--- config.mk ---
export PLATFORM = sky130hd
export DESIGN_NAME = alu_mul_ctrl_flat
export DESIGN_NICKNAME = d
export VERILOG_FILES = /design/src/rtl/alu_mul_ctrl_if.sv /design/src/rtl/alu_mul_ctrl.sv /design/src/flat_wrapper.sv
export SDC_FILE = /design/constraint.sdc
export NUM_CORES = 1
export LEC_CHECK = 0
export CAP_MARGIN = 25
export CELL_PAD_IN_SITES_DETAIL_PLACEMENT = 1
export CELL_PAD_IN_SITES_GLOBAL_PLACEMENT = 2
export CORE_AREA = 2 2 61 63
export CTS_CLUSTER_DIAMETER = 30
export CTS_CLUSTER_SIZE = 25
export DETAILED_ROUTE_END_ITERATION = 16
export DIE_AREA = 0 0 63 65
export DONT_BUFFER_PORTS = 1
export PLACE_DENSITY_LB_ADDON = 0.05
export SLEW_MARGIN = 20
export SYNTH_ARGS = -nofsm -noshare
export SYNTH_HDL_FRONTEND = slang
export SYNTH_SLANG_ARGS = --single-unit
--- constraint.sdc ---
create_clock -name clk -period 1.71 [get_ports clk]
set_input_delay 0.2565 -clock clk [delete_from_list [all_inputs] [get_ports clk]]
set_output_delay 0.2565 -clock clk [all_outputs]
set_load 0.02 [all_outputs]
--- src/rtl/alu_mul_ctrl_if.sv ---
// rtl/alu_mul_ctrl_if.sv - request/product handshake and ALU drive bundle for alu_mul_ctrl
interface alu_mul_ctrl_if;
    logic       start;
    logic [3:0] A;
    logic [3:0] B;
    logic       busy;
    logic       done;
    logic [7:0] P;
    logic [2:0] alu_op;
    logic [3:0] alu_a;
    logic [3:0] alu_b;
    logic [3:0] alu_r;
    logic       alu_c;

    // master is the requester plus the ALU it lends; slave is the sequencer
    modport master (
        output start, A, B, alu_r, alu_c,
        input  busy, done, P, alu_op, alu_a, alu_b
    );

    modport slave (
        input  start, A, B, alu_r, alu_c,
        output busy, done, P, alu_op, alu_a, alu_b
    );
endinterface

--- src/rtl/alu_mul_ctrl.sv ---
// rtl/alu_mul_ctrl.sv - shift-and-add 4x4 unsigned multiply sequencer driving an external 4-bit ALU
module alu_mul_ctrl (
    input  logic            clk,
    input  logic            reset,
    alu_mul_ctrl_if.slave   bus
);
    localparam logic [2:0] OP_PASS = 3'b000;
    localparam logic [2:0] OP_ADD  = 3'b010;

    typedef enum logic [1:0] {IDLE, RUN, DONE} state_t;

    state_t     state;
    state_t     state_nxt;
    logic [3:0] mcand;
    logic [3:0] hi;
    logic [3:0] lo;
    logic [1:0] cnt;
    logic [7:0] prod;
    logic       done_q;

    logic [2:0] op_c;
    logic [3:0] a_c;
    logic [3:0] b_c;
    logic       busy_c;
    logic       last_iter;
    logic [7:0] shifted;

    assign last_iter = (cnt == 2'd3);
    // {carry, sum, low half} shifted right by one; the dropped bit is the consumed multiplier bit
    assign shifted   = {bus.alu_c, bus.alu_r, lo[3:1]};

    always_ff @(posedge clk) begin
        if (reset) begin
            state <= IDLE;
        end else begin
            state <= state_nxt;
        end
    end

    always_comb begin
        state_nxt = state;
        op_c      = OP_PASS;
        a_c       = 4'd0;
        b_c       = 4'd0;
        busy_c    = 1'b0;
        case (state)
            IDLE: begin
                if (bus.start) begin
                    state_nxt = RUN;
                end
            end
            RUN: begin
                busy_c = 1'b1;
                a_c    = hi;
                b_c    = mcand;
                op_c   = lo[0] ? OP_ADD : OP_PASS;
                if (last_iter) begin
                    state_nxt = DONE;
                end
            end
            DONE: begin
                busy_c    = 1'b1;
                state_nxt = IDLE;
            end
            default: begin
                state_nxt = IDLE;
            end
        endcase
    end

    always_ff @(posedge clk) begin
        if (reset) begin
            mcand  <= 4'd0;
            hi     <= 4'd0;
            lo     <= 4'd0;
            cnt    <= 2'd0;
            prod   <= 8'h00;
            done_q <= 1'b0;
        end else begin
            done_q <= 1'b0;
            case (state)
                IDLE: begin
                    if (bus.start) begin
                        mcand <= bus.A;
                        lo    <= bus.B;
                        hi    <= 4'd0;
                        cnt   <= 2'd0;
                    end
                end
                RUN: begin
                    {hi, lo} <= shifted;
                    cnt      <= cnt + 2'd1;
                    if (last_iter) begin
                        prod   <= shifted;
                        done_q <= 1'b1;
                    end
                end
                default: begin
                end
            endcase
        end
    end

    assign bus.alu_op = op_c;
    assign bus.alu_a  = a_c;
    assign bus.alu_b  = b_c;
    assign bus.busy   = busy_c;
    assign bus.done   = done_q;
    assign bus.P      = prod;
endmodule

--- src/flat_wrapper.sv ---
// flat-port wrapper written by rule: the top's interface ports become plain ports
module alu_mul_ctrl_flat 
  (clk, reset, bus_start, bus_A, bus_B, bus_alu_r, bus_alu_c, bus_busy, bus_done, bus_P, bus_alu_op, bus_alu_a, bus_alu_b);
  alu_mul_ctrl_if bus_i ();
  input  logic clk;
  input  logic reset;
  input wire logic [$bits(bus_i.start)-1:0] bus_start;
  input wire logic [$bits(bus_i.A)-1:0] bus_A;
  input wire logic [$bits(bus_i.B)-1:0] bus_B;
  input wire logic [$bits(bus_i.alu_r)-1:0] bus_alu_r;
  input wire logic [$bits(bus_i.alu_c)-1:0] bus_alu_c;
  output wire logic [$bits(bus_i.busy)-1:0] bus_busy;
  output wire logic [$bits(bus_i.done)-1:0] bus_done;
  output wire logic [$bits(bus_i.P)-1:0] bus_P;
  output wire logic [$bits(bus_i.alu_op)-1:0] bus_alu_op;
  output wire logic [$bits(bus_i.alu_a)-1:0] bus_alu_a;
  output wire logic [$bits(bus_i.alu_b)-1:0] bus_alu_b;
  assign bus_i.start = bus_start;
  assign bus_i.A = bus_A;
  assign bus_i.B = bus_B;
  assign bus_i.alu_r = bus_alu_r;
  assign bus_i.alu_c = bus_alu_c;
  assign bus_busy = bus_i.busy;
  assign bus_done = bus_i.done;
  assign bus_P = bus_i.P;
  assign bus_alu_op = bus_i.alu_op;
  assign bus_alu_a = bus_i.alu_a;
  assign bus_alu_b = bus_i.alu_b;
  alu_mul_ctrl u_core (.clk(clk), .reset(reset), .bus(bus_i));
endmodule
==> summary.txt, run 1 <==
Clock tree
  – CTS root buf: clkbuf_4
  – Htree depth: 1
  – TritonCTS Sinks: 25
  – Worst-path clk slew: 130 ps
  – Largest buffer count on any clock path: 2
  – CTS Buf Count: 3
  – Clock Latency Late Sink: 300 ps
  – CTS tree: built

GRT
  – First-pass GRT wire length: 4326 um
  – Initial antenna violation count: 0
  – Largest net degree at the start of global routing: 26
  – Total track usage: between 10% and 20%
  – Vias in the first global route: 914
  – GRT overflow: 0

Worst setup path
  – Worst-path cell chain: ha_4 -> and2_1
  – Critical path launch point type: flop
  – CP peak stage delay: 450 ps
  – Crit path DAT: ~1300 ps
  – Setup CP Type: reg2out
  – Worst Path Max Fanout: 13
  – Required time of the critical path: 1450 ps
  – Flop-to-flop setup slack: between 200 and 250 ps
  – Worst path slowest cell: dfxtp_1
  – Critical path endpoint category: primary output

Layout
  – Layout area overhead: 8.305%
  – Share of post-route cells with drive strength above 1: 12.21%
  – Fillers: about 440
  – Final nets: around 150
  – Register area: around 500 sq um
  – Most frequent cells in the layout: 25 x dfxtp_1, 19 x nand2_1, 19 x a21oi_1
  – Non-Filler Instances: 179
  – Footprint of the multi-input gates: 563.0 sq um
  – Most common cell after layout, fill and taps aside: dfxtp_1
  – Post-route design area: about 1200 sq um
  – Ant. Diodes: 0

Floorplanning
  – Core footprint: 3496 sq um
  – Starting density of the core: 32.32%
  – I/O pin total: 37
  – Die Width: 63 um
  – Die area: between 4000 and 5000 sq um
  – # rows: 22
  – Die Y: between 60 and 70 um

Detailed routing
  – Vias: 872
  – Drt pass-1 iters: 4
  – Final ANT Viol Nets: 0
  – Residual DRC count: 0
  – Vias/cell: ~4.9
  – Wire length per cell: 13.85 um
  – WL final: 2480 um
  – Initial DRC count: 32

STA
  – Post-route setup TNS: 0 ps
  – Max frequency: 655.6 MHz
  – Setup Viol. Count Final: 0
  – Max-slew violations: 0
  – Hold Vio Cnt, Final: 0
  – Minimum clock period: 1525 ps
  – Worst-case clock skew: 1.906 ps
  – RSZ-0062 raised after global routing: false
  – Period utilization: 89.20%

Synth
  – Post-synth cell types: 22
  – Syn Std Cell Area: roughly 1100 sq um
  – Synthesized flop and latch total: 25
  – Syn Inst Count: about 130
  – Mapped Avg Cell Area: 8.625 sq um
  – YS warnings: 0
  – Proportion of synthesized chip area in sequential cells: 44.30%

Power and ir drop
  – Sw Share: a little under a third
  – Internal Power: 0.0008216 W
  – Comb pwr share: 23.5%
  – Reg power frac: 54.8%
  – Clock power share: 21.7%
  – Power per Cell Area: between 900 and 1000 nW/um^2
  – Sw Pwr: 0.0003526 W
  – Leakage Power: 0.4355 nW
  – Peak supply drop: 0.2962 mV

Placed design
  – Routability cong.: 0.7510
  – # placed instances: ~170
  – Post-Place Cell Area: 1156 sq um
  – Final HPWL DP: roughly 1900 um
  – Port Buffers: 0

Job
  – Max Cap Viol: 0

Hold path
  – Hold/Removal Path Class: in2reg

Outcome
  – Status: complete, no violations
==> state kept, by name, summed over array words and instances (netlist names) <==
| signal | flops |
|---|---|
| u_core.bus.P | 8 |
| u_core.bus.done | 1 |
| u_core.cnt | 2 |
| u_core.hi | 4 |
| u_core.lo | 4 |
| u_core.mcand | 4 |
| u_core.state | 2 |
==> what timing repair did <==
item	in CTS	in global routing
endpoints found under the setup margin	9	11
pin swaps	0	0
hold endpoints to repair	25	0
setup buffers	0	0
gates resized for setup	1	2
hold buffers	1	0
==> cells in the mapped netlist (all sizes together) <==
cell,instances,area [sq um]
dfxtp,25,500.5
a21o,1,7.510
buf,9,63.80
inv,3,11.26
ha,4,50.05
clkbuf,3,11.26
nand2b,2,12.51
a32oi,1,8.760
nor2,6,22.52
nand3,17,85.08
mux2i,5,50.05
and2,9,56.30
a21oi,19,95.09
conb,1,3.750
nand2,19,71.32
a211oi,5,57.56
mux2,1,15.01
nand3b,1,7.510
==> metal layers <==
layer,vias up,wire length (um),GRT usage (%)
met4,0,18,4.167
met3,2,148,3.819
met2,19,1162,23.14
li1,442,-,-
met5,-,0,0
met1,409,1151,16.18
==> final cells by class <==
class	count	share of cell area (%)
repair buffers	7	5.112
inverters	3	0.9202
clock buffers	4	2.147
well taps	48	4.908
flip-flops and latches	25	40.90
multi-input cells	92	46.01
==> path summary, 6_finish.rpt <==
| path | depth (start not counted) | end | start |
|---|---|---|---|
| setup / recovery | 2 | bus_alu_op[1] | u_core.state[0] |
| hold / removal | 2 | u_core.bus.P[7] | bus_alu_c |
| setup reg to reg | 5 | u_core.lo[0] | u_core.state[0] |
| hold reg to reg | 2 | u_core.mcand[1] | u_core.mcand[1] |
==> worst max-delay path, delay by kind of cell (launching register included) <==
kind / cells / cell delay, ps
flip-flops: 1 / 450
adder cells (fa/ha/maj): 1 / 250
AND/OR/NAND/NOR: 1 / 270
==> power by group through the flow <==
stage          sequential [W]  clock, W  combinational [W]
5_1_grt              0.000649  0.000301           0.000318
3_5_place_dp         0.000655         0           0.000257
4_1_cts              0.000642  0.000281           0.000271
6_report             0.000643  0.000255           0.000276
2_1_floorplan        0.000648         0           0.000231
3_3_place_gp         0.000654         0           0.000249
==> kinds of logic (layout without fill, tap and decap cells) <==
logic type                 after synthesis  in the layout  synth area share, %
AOI/OAI and AO/OA                       26             26                14.95
DFF                                     25             25                44.30
buffers and inverters                   15             14                7.640
muxes                                    6              6                5.758
and+or+nand+nor                         54             54                22.59
adders and majority gates                4              4                4.430
other                                    1              2               0.3319
==> through the flow <==
stage	utilization, %	setup WS (ps)	hold WS, ps	total power (W)
floorplan	-	272.3	404.0	0.0008789
global placement	33.07	237.7	323.7	0.0009028
detailed placement	33.07	221.5	325.7	0.0009121
CTS	34.18	51.51	62.84	0.001195
global route	35.00	73.65	48.34	0.001268
finish	35.00	184.6	81.75	0.001174
Power figures use the tool's default switching activity.
==> inputs of run 2 (changes only) <==
--- a/config.mk
+++ b/config.mk
@@ -8,11 +8,11 @@
 export CAP_MARGIN = 25
 export CELL_PAD_IN_SITES_DETAIL_PLACEMENT = 1
 export CELL_PAD_IN_SITES_GLOBAL_PLACEMENT = 2
-export CORE_AREA = 2 2 61 63
+export CORE_AREA = 2 2 56 69
 export CTS_CLUSTER_DIAMETER = 30
 export CTS_CLUSTER_SIZE = 25
 export DETAILED_ROUTE_END_ITERATION = 16
-export DIE_AREA = 0 0 63 65
+export DIE_AREA = 0 0 58 71
 export DONT_BUFFER_PORTS = 1
 export PLACE_DENSITY_LB_ADDON = 0.05
 export SLEW_MARGIN = 20
==> run 2 against run 1 <==
Die area rose by 0.56%. Count of clock-buffer cells in the layout fell by 1. Combinational power fell by 7%. Critical path depth rose by 2. Design area fell by 1.1%. Critical path type unchanged. Largest power group unchanged. Highest routed layer unchanged.
==> summary.txt, run 2 (same netlist as run 1, synthesis figures left out) <==
Clock tree
  – Clock Latency Late Sink: 270 ps (-30 ps)
  – CTS Hold Buffers Added: 0 (-1)
  – Worst-path clk slew: 90 ps (-40 ps)
  – CTS tree: built
  – CTS root buf: clkbuf_8
  – CTS Buf Count: 3 (unchanged)
  – Htree depth: 1 (unchanged)
  – TritonCTS Sinks: 25 (unchanged)
  – Largest buffer count on any clock path: 2 (unchanged)

GRT
  – Initial antenna violation count: 0 (unchanged)
  – First-pass GRT wire length: 4457 um (+3.0%)
  – Vias in the first global route: 964 (+5.5%)
  – GRT overflow: 0 (unchanged)
  – Largest net degree at the start of global routing: 26 (unchanged)
  – Total track usage: 13.74% (+0.30 points)

Detailed routing
  – Initial DRC count: 20 (-38%)
  – WL final: 2490 um (+0.40%)
  – Vias/cell: 5.142 (+5.6%)
  – Drt pass-1 iters: 4 (unchanged)
  – Final ANT Viol Nets: 0 (unchanged)
  – Residual DRC count: 0 (unchanged)
  – Wire length per cell: 14.73 um (+6.3%)
  – Vias: 869 (-0.34%)

Layout
  – Final nets: 151 (-0.66%)
  – Most common cell after layout, fill and taps aside: dfxtp_1
  – Most frequent cells in the layout: 25 x dfxtp_1, 19 x nand2_1, 19 x a21oi_1
  – Ant. Diodes: 0 (unchanged)
  – Register area: 500.5 sq um (unchanged)
  – Fillers: 441 (+0.92%)
  – Footprint of the multi-input gates: 558.0 sq um (-0.89%)
  – Non-Filler Instances: 169 (-5.6%)
  – Share of post-route cells with drive strength above 1: 17.69% (+5.5 points)
  – Flip-flop count of the largest register after layout: 8 (unchanged)
  – Layout area overhead: 7.087%

STA
  – Max frequency: 634.3 MHz (-3.2%)
  – Max-slew violations: 0 (unchanged)
  – Hold Vio Cnt, Final: 0 (unchanged)
  – Hold_ws: 42.52 ps (-39.23 ps)
  – Worst-case clock skew: 4.441 ps (+2.535 ps)
  – Period utilization: 92.20% (+3.0 points)
  – Setup Viol. Count Final: 0 (unchanged)
  – Post-route setup TNS: 0 ps (unchanged)
  – Fin worst setup slack: 133.4 ps (-51.23 ps)
  – RSZ-0062 raised after global routing: false
  – Minimum clock period: 1577 ps (+51.23 ps)

Worst setup path
  – Setup crit start: u_core.state[1]
  – Setup CP Type: reg2out
  – Crit path DAT: 1320 ps (+50 ps)
  – Required time of the critical path: 1450 ps (about the same)
  – Critical path launch point type: flop
  – R2R Path Start: u_core.state[0]
  – Worst Path Max Fanout: 11 (-2)
  – Critical path endpoint category: primary output

Floorplanning
  – Starting density of the core: 32.44% (+0.12 points)
  – Die Width: 58 um (-7.9%)
  – Die area: 4118 sq um (+0.56%)
  – Core footprint: 3483 sq um (-0.36%)
  – Die Y: 71 um (+9.2%)
  – I/O pin total: 37 (unchanged)
  – # rows: 24 (+9.1%)

Placed design
  – Port Buffers: 0 (unchanged)
  – Place WS: 312.6 ps (+91.13 ps)
  – # placed instances: 165 (-4.6%)
  – Routability cong.: 0.7195 (-4.2%)
  – Final HPWL DP: 1903 um (+1.9%)

Outcome
  – Status: complete, no violations

Hold path
  – Hold path start: reset
  – Hold/Removal Path Class: in2reg

Job
  – Max Cap Viol: 0 (unchanged)

Power and ir drop
  – Peak supply drop: 0.4300 mV (+45%)
  – Leakage Power: 0.4466 nW (+2.5%)
  – Power per Cell Area: 1033 nW/um^2 (+7.6%)
## run 2: cell count changes in the layout (fill, tap and decap cells not counted), sizes merged
cell | previous run | this run
clkbuf | 4 | 3
clkinv | 0 | 1
dlygate4sd3 | 1 | 0
## run 2: path summary, 6_finish.rpt
check                           cells after the start  slack, ps      endpoint
worst max-delay path                                4        130  bus_alu_b[2]
worst min-delay path                                1         40  u_core.lo[0]
worst max register to register                      5        320  u_core.lo[1]
worst min register to register                      2        450  u_core.hi[2]
## run 2: timing repair
item / 4_1_cts / 5_1_grt
resized for setup: 0 / 8
setup buffers: 0 / 0
endpoints found under the setup margin: 0 / 7
## run 2: layer usage
metal	up-vias	global-route usage [%]	part of all wire [%]
met4	0	5.426	1.0
li1	434	-	-
met3	2	3.108	5.6
met1	408	16.55	42
met2	25	23.36	52
met5	-	0	0
## run 2: where the power goes
group          switching (W)  leakage, nW  internal, W  total, W
sequential         0.0000217        0.204     0.000619  0.000640
clock               0.000189       0.0255     0.000163  0.000352
combinational       0.000152        0.218     0.000105  0.000257
total               0.000363        0.447     0.000886   0.00125
## run 2: final cells by class
| type | instances | area share [%] |
|---|---|---|
| timing repair buffer | 6 | 3.723 |
| sequential | 25 | 41.37 |
| inverter | 3 | 0.9307 |
| multi-input combinational | 92 | 46.12 |
| tap | 39 | 4.033 |
| clock buffer | 3 | 3.413 |
| clock inverter | 1 | 0.4137 |
## run 2: metrics by stage
step                      instance area, sq um  total power, W  util, %
after global placement                    1152       0.0009123    33.08
after CTS                                 1199        0.001282    34.41
after detailed placement                  1152       0.0009167    33.08
after floorplan                           1134       0.0008789        -
final                                     1210        0.001249    34.73
after global routing                      1210        0.001343    34.73
## run 2: critical path: stages (launching register included)
cell,delay [ps]
dfxtp_1,310
inv_1,110
ha_2,240
buf_4,180
and2_2,220
